===== config.mk =====
export PLATFORM = sky130hd
export DESIGN_NAME = rr_grant_arbiter
export DESIGN_NICKNAME = d
export VERILOG_FILES = /design/src/rtl/rr_grant_arbiter.sv
export SDC_FILE = /design/constraint.sdc
export NUM_CORES = 1
export LEC_CHECK = 0
export CAP_MARGIN = 0
export CORE_MARGIN = 5
export CORE_UTILIZATION = 35
export DETAILED_ROUTE_END_ITERATION = 8
export GPL_ROUTABILITY_DRIVEN = 0
export PLACE_DENSITY = 0.67
export RECOVER_POWER = 100
export SLEW_MARGIN = 20
export SYNTH_ARGS = -nofsm -noshare
export SYNTH_HDL_FRONTEND = slang
export SYNTH_SLANG_ARGS = --single-unit

===== constraint.sdc =====
create_clock -name clk_i -period 1.87 [get_ports clk_i]
set_clock_uncertainty 0.1 [all_clocks]
set_input_delay 0.374 -clock clk_i [delete_from_list [all_inputs] [get_ports clk_i]]
set_output_delay 0.374 -clock clk_i [all_outputs]
set_load 0.01 [all_outputs]

===== src/rtl/rr_grant_arbiter.sv =====
// Round-robin arbiter with a rotating-priority pick, held grants and an optional hold timeout.
// One grant at a time; every release is followed by at least one idle cycle.
module rr_grant_arbiter #(
    parameter int WIDTH    = 4,
    parameter int MAX_HOLD = 8
) (
    input  logic                     clk_i,
    input  logic                     arst_i,
    input  logic [WIDTH-1:0]         req_i,
    input  logic                     done_i,
    output logic [WIDTH-1:0]         grant_o,
    output logic [$clog2(WIDTH)-1:0] grant_idx_o,
    output logic                     grant_val_o,
    output logic                     timeout_o,
    output logic                     dbg_state_o
);

    localparam int IW = $clog2(WIDTH);
    localparam int CW = (MAX_HOLD == 0) ? 1 : $clog2(MAX_HOLD + 1);
    localparam logic [CW-1:0] LAST_CNT = (MAX_HOLD == 0) ? '0 : CW'(MAX_HOLD - 1);
    localparam logic [IW-1:0] TOP_IDX  = IW'(WIDTH - 1);

    typedef enum logic {
        IDLE  = 1'b0,
        GRANT = 1'b1
    } state_t;

    state_t        state;
    logic [IW-1:0] ptr;
    logic [CW-1:0] cnt;

    logic [IW-1:0] hi_idx;
    logic [IW-1:0] lo_idx;
    logic          found_hi;
    logic [IW-1:0] win_idx;
    logic          expired;
    logic          owner_req;
    logic          release_now;

    assign dbg_state_o = state;

    // Scanning from the top down leaves the lowest qualifying bit in each index.
    always_comb begin
        hi_idx   = '0;
        lo_idx   = '0;
        found_hi = 1'b0;
        for (int i = WIDTH - 1; i >= 0; i--) begin
            if (req_i[i]) begin
                lo_idx = IW'(i);
                if (i >= int'(ptr)) begin
                    hi_idx   = IW'(i);
                    found_hi = 1'b1;
                end
            end
        end
        win_idx = found_hi ? hi_idx : lo_idx;
    end

    assign expired     = (MAX_HOLD != 0) && (cnt == LAST_CNT);
    assign owner_req   = req_i[grant_idx_o];
    assign release_now = done_i || !owner_req || expired;

    // grant_val_o qualifies grant_o/grant_idx_o; there is no ready, the owner
    // keeps the resource until it raises done_i, drops its request or times out.
    always_ff @(posedge clk_i or posedge arst_i) begin
        if (arst_i) begin
            state       <= IDLE;
            ptr         <= '0;
            cnt         <= '0;
            grant_o     <= '0;
            grant_idx_o <= '0;
            grant_val_o <= 1'b0;
            timeout_o   <= 1'b0;
        end else begin
            case (state)
                IDLE: begin
                    timeout_o <= 1'b0;
                    cnt       <= '0;
                    if (|req_i) begin
                        state       <= GRANT;
                        grant_o     <= WIDTH'(1) << win_idx;
                        grant_idx_o <= win_idx;
                        grant_val_o <= 1'b1;
                    end
                end
                GRANT: begin
                    if (release_now) begin
                        state       <= IDLE;
                        grant_o     <= '0;
                        grant_idx_o <= '0;
                        grant_val_o <= 1'b0;
                        cnt         <= '0;
                        ptr         <= (grant_idx_o == TOP_IDX) ? '0 : grant_idx_o + 1'b1;
                        timeout_o   <= !done_i && owner_req && expired;
                    end else begin
                        cnt <= cnt + 1'b1;
                    end
                end
                default: state <= IDLE;
            endcase
        end
    end

endmodule


Word level (Yosys, flattened, before mapping)
Index checks and enable logic that the tools add are counted.
{"block": "word_totals", "register_bits": 15, "inputBits": 7, "out_inout_bits": 9}
{"block": "classes", "n_addsub": 2, "n_lt_le_gt_ge": 4, "n_eq_ne": 4, "n_shift": 1, "n_mux": 37, "n_bitwise": 1, "reduce_logical": 9}
{"op": "$mux W2", "n": 14}
{"op": "$pmux W4 S2", "n": 2}
{"op": "$mux W1", "n": 13}
{"op": "$mux W4", "n": 3}
{"op": "$pmux W1 S2", "n": 3}
{"op": "$add A4 B1 Y4 const B", "n": 1}
{"op": "$eq A4 B3 Y1 const B", "n": 1}
{"op": "$ge A1 B2 Y1 const A", "n": 2}
{"op": "$pmux W2 S2", "n": 1}
{"op": "$reduce_and A2 Y1", "n": 2}
{"op": "$reduce_or A4 Y1", "n": 1}
{"op": "$shl A1 B2 Y4 const A", "n": 1}
{"op": "$lt A2 B3 Y1 const B", "n": 1}
{"op": "$add A2 B1 Y2 const B", "n": 1}
{"op": "$bmux W1 S2", "n": 1}
{"op": "$eq A2 B2 Y1 const B", "n": 1}
{"op": "$ge A2 B2 Y1 const A", "n": 1}
{"op": "$logic_and A1 B1 Y1", "n": 2}
{"op": "$logic_not A1 Y1", "n": 2}
{"op": "$logic_or A1 B1 Y1", "n": 2}
{"op": "$ne A2 B1 Y1 const B", "n": 1}
{"op": "$ne A2 B2 Y1 const B", "n": 1}
{"op": "$not A1 Y1", "n": 1}

Longest topological paths before layout
Gate-level depths: netlist of the first run.
{"block": "depth", "depth_word": 11, "depth_mapped": 5}

Worst setup path after synthesis of the first run
Ideal clock, no wire load.
{"block": "synth_path", "path_kind": "register to register", "start": "reg grant_idx_o[0]", "end": "reg ptr[0]", "setup_ns": 0.125, "t_arrival_ns": 1.518, "required_ns": 1.645, "slack_ns": 0.127, "path_stages_with_launch": 5, "period_less_slack_ns": 1.743, "cell_sequence": "dfrtp_1 -> mux4_2 -> nand2b_2 -> o21a_4 -> mux2_4"}
{"block": "synth_via", "elab_chain_len": 6, "word_cells_on_any_way": 9, "classes_between": "add/sub (1); eq/ne (1); mux (3); reduce/logical (4)"}
{"item": "from (decl)", "line": "12", "text": "output logic [$clog2(WIDTH)-1:0] grant_idx_o,"}
{"item": "from (signal assigned)", "line": "82", "text": "grant_idx_o <= win_idx;"}
{"item": "$bmux W1 S2", "line": "60", "text": "assign owner_req = req_i[grant_idx_o];"}
{"item": "$mux W1 (implied by the code)", "line": "60"}
{"item": "$logic_not A1 Y1", "line": "61", "text": "assign release_now = done_i || !owner_req || expired;"}
{"item": "$logic_or A1 B1 Y1 (2 in a row)", "line": "61"}
{"item": "$reduce_and A2 Y1 (no line)"}
{"item": "to (signal assigned)", "line": "93", "text": "ptr <= (grant_idx_o == TOP_IDX) ? '0 : grant_idx_o + 1'b1;"}
{"item": "to (decl)", "line": "29", "text": "logic [IW-1:0] ptr;"}
Several ways; a longest one is shown, not always the timed one. The select of a mux whose other input is x is not followed.
A chain may end at the register's enable or synchronous reset.

Worst setup path in the final report of the first run
{"block": "layout_path", "start": "reg grant_idx_o[0]", "end": "out grant_idx_o[0]"}
No word-level cell between the ends.

==> impl_metrics.tcl, run 1 <==
set metrics [dict create \
    ys_async_sr_fraction_pct 100 \
    worstPathRequired_ns 1.40 \
    internal_power_mw 0.911 \
    ys_ff_latch 15 \
    pwr-share-seq_pct 37.1 \
    core_area_um2 2020 \
    total_power_mw 1.40 \
    cts.path.max_buffers 2 \
    slew_violations 0 \
    die-area_um2 3210 \
    ys_top_cells_by_count "15 x dfrtp_1, 11 x nor2_1, 4 x a22o_1, 4 x nand2_1, 4 x nor2b_1" \
    min_to "cnt[0]" \
    dr.pass1.iters 3 \
    wl_per_cell_um 12.9 \
    grtUsageTotal_pct 12.1 \
    tightest_slew_ns 0.542 \
    max-cap-violations 0 \
    fin_crit_ns 1.81 \
    cp.arrival_ns 1.33 \
    setup_viol 0 \
    grt_pass1_vias 631 \
    yosysTopAreaCell "dfrtp_1" \
    syn2layout_area_growth_pct 41.3 \
    hold_viol 0 \
    placed_area_um2 1040 \
    fmax_mhz 554 \
    cts_tree "done" \
    slew_headroom_pct 63.8 \
    cpMaxStageDelayCell "clkdlybuf4s50_1" \
    hold-path-cell-count 1 \
    ant_nets 0 \
    ff2ff_setup_slack_ns 0.09 \
    grt_antenna_before_repair 0 \
    clockPowerShare_pct 13.2 \
    finalWorstSetupSlack_ns 0.0633 \
    rsz0062_at_grt "no" \
    p_comb_share_pct 49.7 \
    worstSkewPairLatency_ns 0.28 \
    max-vdd-ir-drop_v 0.000596 \
    power_switching_mw 0.486 \
    cts_sinks 15 \
    die-width_um 56.6 \
    via_per_inst 4.88 \
    crit_chain "clkbuf_2 > clkdlybuf4s50_1" \
    setup_tns_ns 0 \
    h-tree-depth 1 \
    wl_mm 1.68 \
    holdBufCountCts 0 \
    finalNonFillerCells 130 \
    worstReg2RegStart "grant_idx_o[0]" \
    power_density_nw_per_um2 1300 \
    synth_top_area_share_pct 49.3 \
    clockRootBuffer "clkbuf_4" \
    synth_area_leaders "dfrtp_1 49%, nor2_1 5.4%, a22o_1 4.6%, mux2_4 3.9%, ha_1 3.3%" \
    worst-path-max-fanout 4 \
    ys_seq_area_share_pct 49.3 \
    syn_area_um2 761 \
    post_route_cells_drive_above_1_share_pct 28.2 \
    place_hpwl_mm 1.38 \
    final_area_um2 1070 \
    fin_crit_sh_pct 96.6 \
    ys.warnings.count 0 \
    clk_pin_slew_ns 0.09 \
    io_buffers 15 \
    synth_cells 70 \
    num_rows 16 \
    synthesis.nets 79 \
    dp_slack_ns -0.290 \
    grt_first_pass_wirelength_mm 2.95 \
    ys_types 29 \
    grt_overflow 0 \
    r2r_cells 5 \
    switching_share_pct 34.8 \
    vias 634 \
    drc 0 \
    cts_buffers 3 \
    path_class "reg2out" \
    cp_slowest_stage_delay_ns 0.54 \
    hold_path_class "reg2reg" \
    nNetsFinal 113 \
    r2r_end "ptr[0]" \
    die_h_um 56.6 \
    worstHoldStart "cnt[0]" \
    leakagePower_nw 0.498 \
    synth_edf_count 0 \
    status "completed" \
    crit_path_end_kind "output pin" \
    synthFlopType "dfrtp_1" \
    critPathLaunchType "register" \
    synth_area_per_cell_um2 10.9 \
    initial_core_util_pct 37.6 \
    drt-initial-drc-count 12 \
    grt_start_max_net_pins 16 \
    place_inst 125 \
    synthMostInstantiatedCell "dfrtp_1" \
    n_antenna_cell 0 \
    io_pins 16 \
]
-- through the flow --
| stage | util [%] | hold WS (ns) |
|---|---|---|
| 6_report | 53.2 | 0.362 |
| 5_1_grt | 53.2 | 0.383 |
| 4_1_cts | 52.8 | 0.356 |
| 3_5_place_dp | 51.5 | 0.359 |
| 3_3_place_gp | 51.5 | 0.347 |
| 2_1_floorplan | - | 0.175 |
-- how the worst max path moves through the flow --
stage	slack (ns)	to	from
floorplan	0.13	ptr[0]	grant_idx_o[0]
global placement	-0.28	grant_o[0]	req_i[3]
detailed placement	-0.29	cnt[3]	req_i[3]
CTS	0.005	cnt[1]	req_i[3]
global route	0.007	cnt[3]	req_i[3]
finish	0.06	grant_idx_o[0]	grant_idx_o[0]
-- registers in the layout, indices dropped and copies added, names as in the netlist --
signal	flops
timeout_o	1
cnt	4
dbg_state_o	1
ptr	2
grant_val_o	1
grant_idx_o	2
grant_o	4
-- critical path: cells and delay by family (launching register included) --
| family | cells | cell delay, ns |
|---|---|---|
| flip-flops | 1 | 0.36 |
| buffers and inverters | 2 | 0.69 |
-- layout by cell type (no fill, tap or decap), types with 2 or more instances in the layout --
master and count:
clkbuf_4 5, nor2_1 11, inv_1 3, a21oi_1 2, a22o_1 4, clkdlybuf4s50_1 8
mux2_4 2, o21bai_1 2, clkbuf_2 2, or2_2 3, dfrtp_1 14, nand2_1 4
ha_1 2, dlygate4sd3_1 7, buf_4 10, nor2b_1 4
-- per-layer routing --
layer / vias up / global-route usage (%) / wire, µm
met5: - / 0 / 0
met4: 0 / 7.12 / 38
met3: 4 / 2.98 / 67
met2: 12 / 19.5 / 835
met1: 295 / 14.5 / 739
li1: 323 / - / -
-- timing repair --
action | 4_1_cts | 5_1_grt
gates resized for setup | 0 | 3
setup buffers | 0 | 1
endpoints found under the setup margin | 0 | 10
-- cells by family (layout without fill, tap and decap cells) --
group                      count (synthesis)  count (layout)  synth area share (%)
AOI/OAI and AO/OA                         17              17                  18.1
xor gates and xnor gates                   2               2                  2.30
adders and majority gates                  2               2                  3.29
buffers and inverters                      3              36                  1.48
DFF                                       15              15                  49.3
muxes                                      3               3                  6.91
and+or+nand+nor                           28              28                  18.6
-- layout make-up --
cell class / count / area, µm²
Inverter: 3 / 11.3
Multi-Input combinational cell: 52 / 377
Timing Repair Buffer: 29 / 250
Tap cell: 27 / 33.8
Sequential cell: 15 / 377
Clock buffer: 4 / 26.3
Fill cell: 187 / 947
-- power groups by stage --
| stage | combinational (mW) | sequential, mW | clock, mW |
|---|---|---|---|
| 2_1_floorplan | 0.345 | 0.550 | 0 |
| 3_3_place_gp | 0.699 | 0.527 | 0 |
| 3_5_place_dp | 0.713 | 0.530 | 0 |
| 4_1_cts | 0.715 | 0.525 | 0.189 |
| 5_1_grt | 0.764 | 0.539 | 0.204 |
| 6_report | 0.693 | 0.518 | 0.185 |
Note: power is estimated with default switching activity, not from simulation.
==> run 2: changes to the inputs <==
==> constraint.sdc (replaced) <==
create_clock -name clk_i -period 1.87 [get_ports clk_i]
set_clock_uncertainty 0.1 [all_clocks]
set_input_delay 0.374 -clock clk_i [delete_from_list [all_inputs] [get_ports clk_i]]
set_output_delay 0.374 -clock clk_i [all_outputs]
set_load 0.05 [all_outputs]
==> run 2 against run 1 <==
Compared with the run above: clock power is essentially flat; largest cell class is now multi-input gates; combinational power grew 22%; flip-flop and latch count is the same; cell count shrank 3.1%; fmax shrank 0.38%; worst setup slack lost 0.0069 ns; first-iteration DRC count shrank 33%; sequential share of layout area grew 2.2 points; critical path type is now in2reg; power grew 11%; sequential power grew 0.8%; highest routed layer unchanged; die area is the same.
==> impl_metrics.tcl, run 2 (synthesized netlist as in run 1, its figures left out) <==
set metrics [dict create \
    die-area_um2 3210 \
    drt-initial-drc-count 8 \
    cp.arrival_ns 1.89 \
    largest_registers "cnt (4), grant_o (4)" \
    die-width_um 56.6 \
    cp_slowest_stage_delay_ns 0.49 \
    grt_first_pass_wirelength_mm 2.73 \
    grt_pass1_vias 629 \
    crit_family "multiplexers" \
    initial_core_util_pct 37.6 \
    total_power_mw 1.55 \
    syn2layout_area_growth_pct 32.6 \
    hold_path_class "reg2reg" \
    status "completed" \
    path_class "in2reg" \
    final_area_um2 1010 \
    worst-path-max-fanout 4 \
    worstPathRequired_ns 1.95 \
    grt_start_max_net_pins 16 \
    drc 0 \
    io_pins 16 \
    crit_buf_inv 1 \
    final_common_cell "dfrtp_1" \
    vias 632 \
    io_buffers 15 \
    max-vdd-ir-drop_v 0.000549 \
    cts.path.max_buffers 2 \
    mostFrequentLayoutCells "15 x dfrtp_1, 11 x nor2_1, 10 x buf_4" \
    h-tree-depth 1 \
    hold_viol 0 \
    core_area_um2 2020 \
    grt_overflow 0 \
    clk_pin_slew_ns 0.09 \
    nNetsFinal 109 \
    cts_setup_buffers 0 \
    crit_path_end_kind "register" \
    leakagePower_nw 0.459 \
    grt_antenna_before_repair 0 \
    wl_per_cell_um 12.6 \
    cts_tree "done" \
    via_per_inst 5.02 \
    fin_crit_ns 1.81 \
    critPathLaunchType "input pin" \
    crit_chain "clkdlybuf4s50_1 > mux4_2 > nand2b_2 > o21a_4 > mux2_4" \
    dr.pass1.iters 4 \
    place_inst 122 \
    fin_crit_sh_pct 97.0 \
    postLayoutCoreUtil_pct 49.9 \
    power_density_nw_per_um2 1540 \
    tightest_slew_ns 0.599 \
    finalNonFillerCells 126 \
    die_h_um 56.6 \
    holdWs_ns 0.365 \
    max-cap-violations 0 \
    setup_viol 0 \
    cpMaxStageDelayCell "mux4_2" \
    place_hpwl_mm 1.29 \
    grtUsageTotal_pct 11.1 \
    placed_area_um2 1010 \
    post_route_cells_drive_above_1_share_pct 24.2 \
    num_rows 16 \
    slew_violations 0 \
    fmax_mhz 551 \
    rsz0062_at_grt "no" \
    cts_sinks 15 \
    worstSkewPairLatency_ns 0.28 \
    n_antenna_cell 0 \
    cts_buffers 3 \
    wl_mm 1.58 \
    ant_nets 0 \
    clockRootBuffer "clkbuf_4" \
    slew_headroom_pct 60.2 \
]
## run 2: final cells by class
class	instances	area, µm²
fillers	199	1010
multi-input cells	52	380
well taps	27	33.8
flip-flops and latches	15	375
repair buffers	25	181
inverters	3	11.3
clock buffers	4	26.3
## run 2: per-stage QoR
step                      TNS [ns]  setup WS [ns]
after global placement       -3.04         -0.269
final                            0         0.0565
after detailed placement     -3.19         -0.300
after global routing             0        0.00488
after floorplan                  0         0.0101
after CTS                        0         0.0542
## run 2: layer usage
layer,GRT usage [%],wire [µm],vias up
li1,-,-,312
met4,7.12,40,0
met1,11.5,687,297
met2,20.0,787,19
met5,0,0,-
met3,2.29,67,4
## run 2: what timing repair did
action | in CTS | in global routing
endpoints found under the setup margin | 1 | 2
pin swaps | 0 | 1
cloned | 0 | 0
gates resized for setup | 1 | 0
hold buffers | 0 | 0
## run 2: final timing paths
kind                            cells after the start         end  slack [ns]      startpoint
max in group asynchronous                           2      cnt[0]        0.83          arst_i
worst max-delay path                                5      ptr[0]        0.06        req_i[2]
min in group asynchronous                           2  grant_o[0]        0.47          arst_i
worst min register to register                      1      cnt[0]        0.37          cnt[0]
worst max register to register                      4      ptr[0]        0.11  grant_idx_o[0]
worst min-delay path                                1      cnt[0]        0.37          cnt[0]
## run 2: worst reg2reg max path: cells and delay by family, from the launching register on
kind               cells  cell delay, ns
and+or+nand+nor        1            0.12
AOI/OAI and AO/OA      1            0.15
muxes                  2            0.83
DFF                    1            0.45
## run 2: report_power, final
part	switching, mW	internal, mW
combinational	0.518	0.327
clock	0.0998	0.0828
sequential	0.0941	0.428
total	0.712	0.837
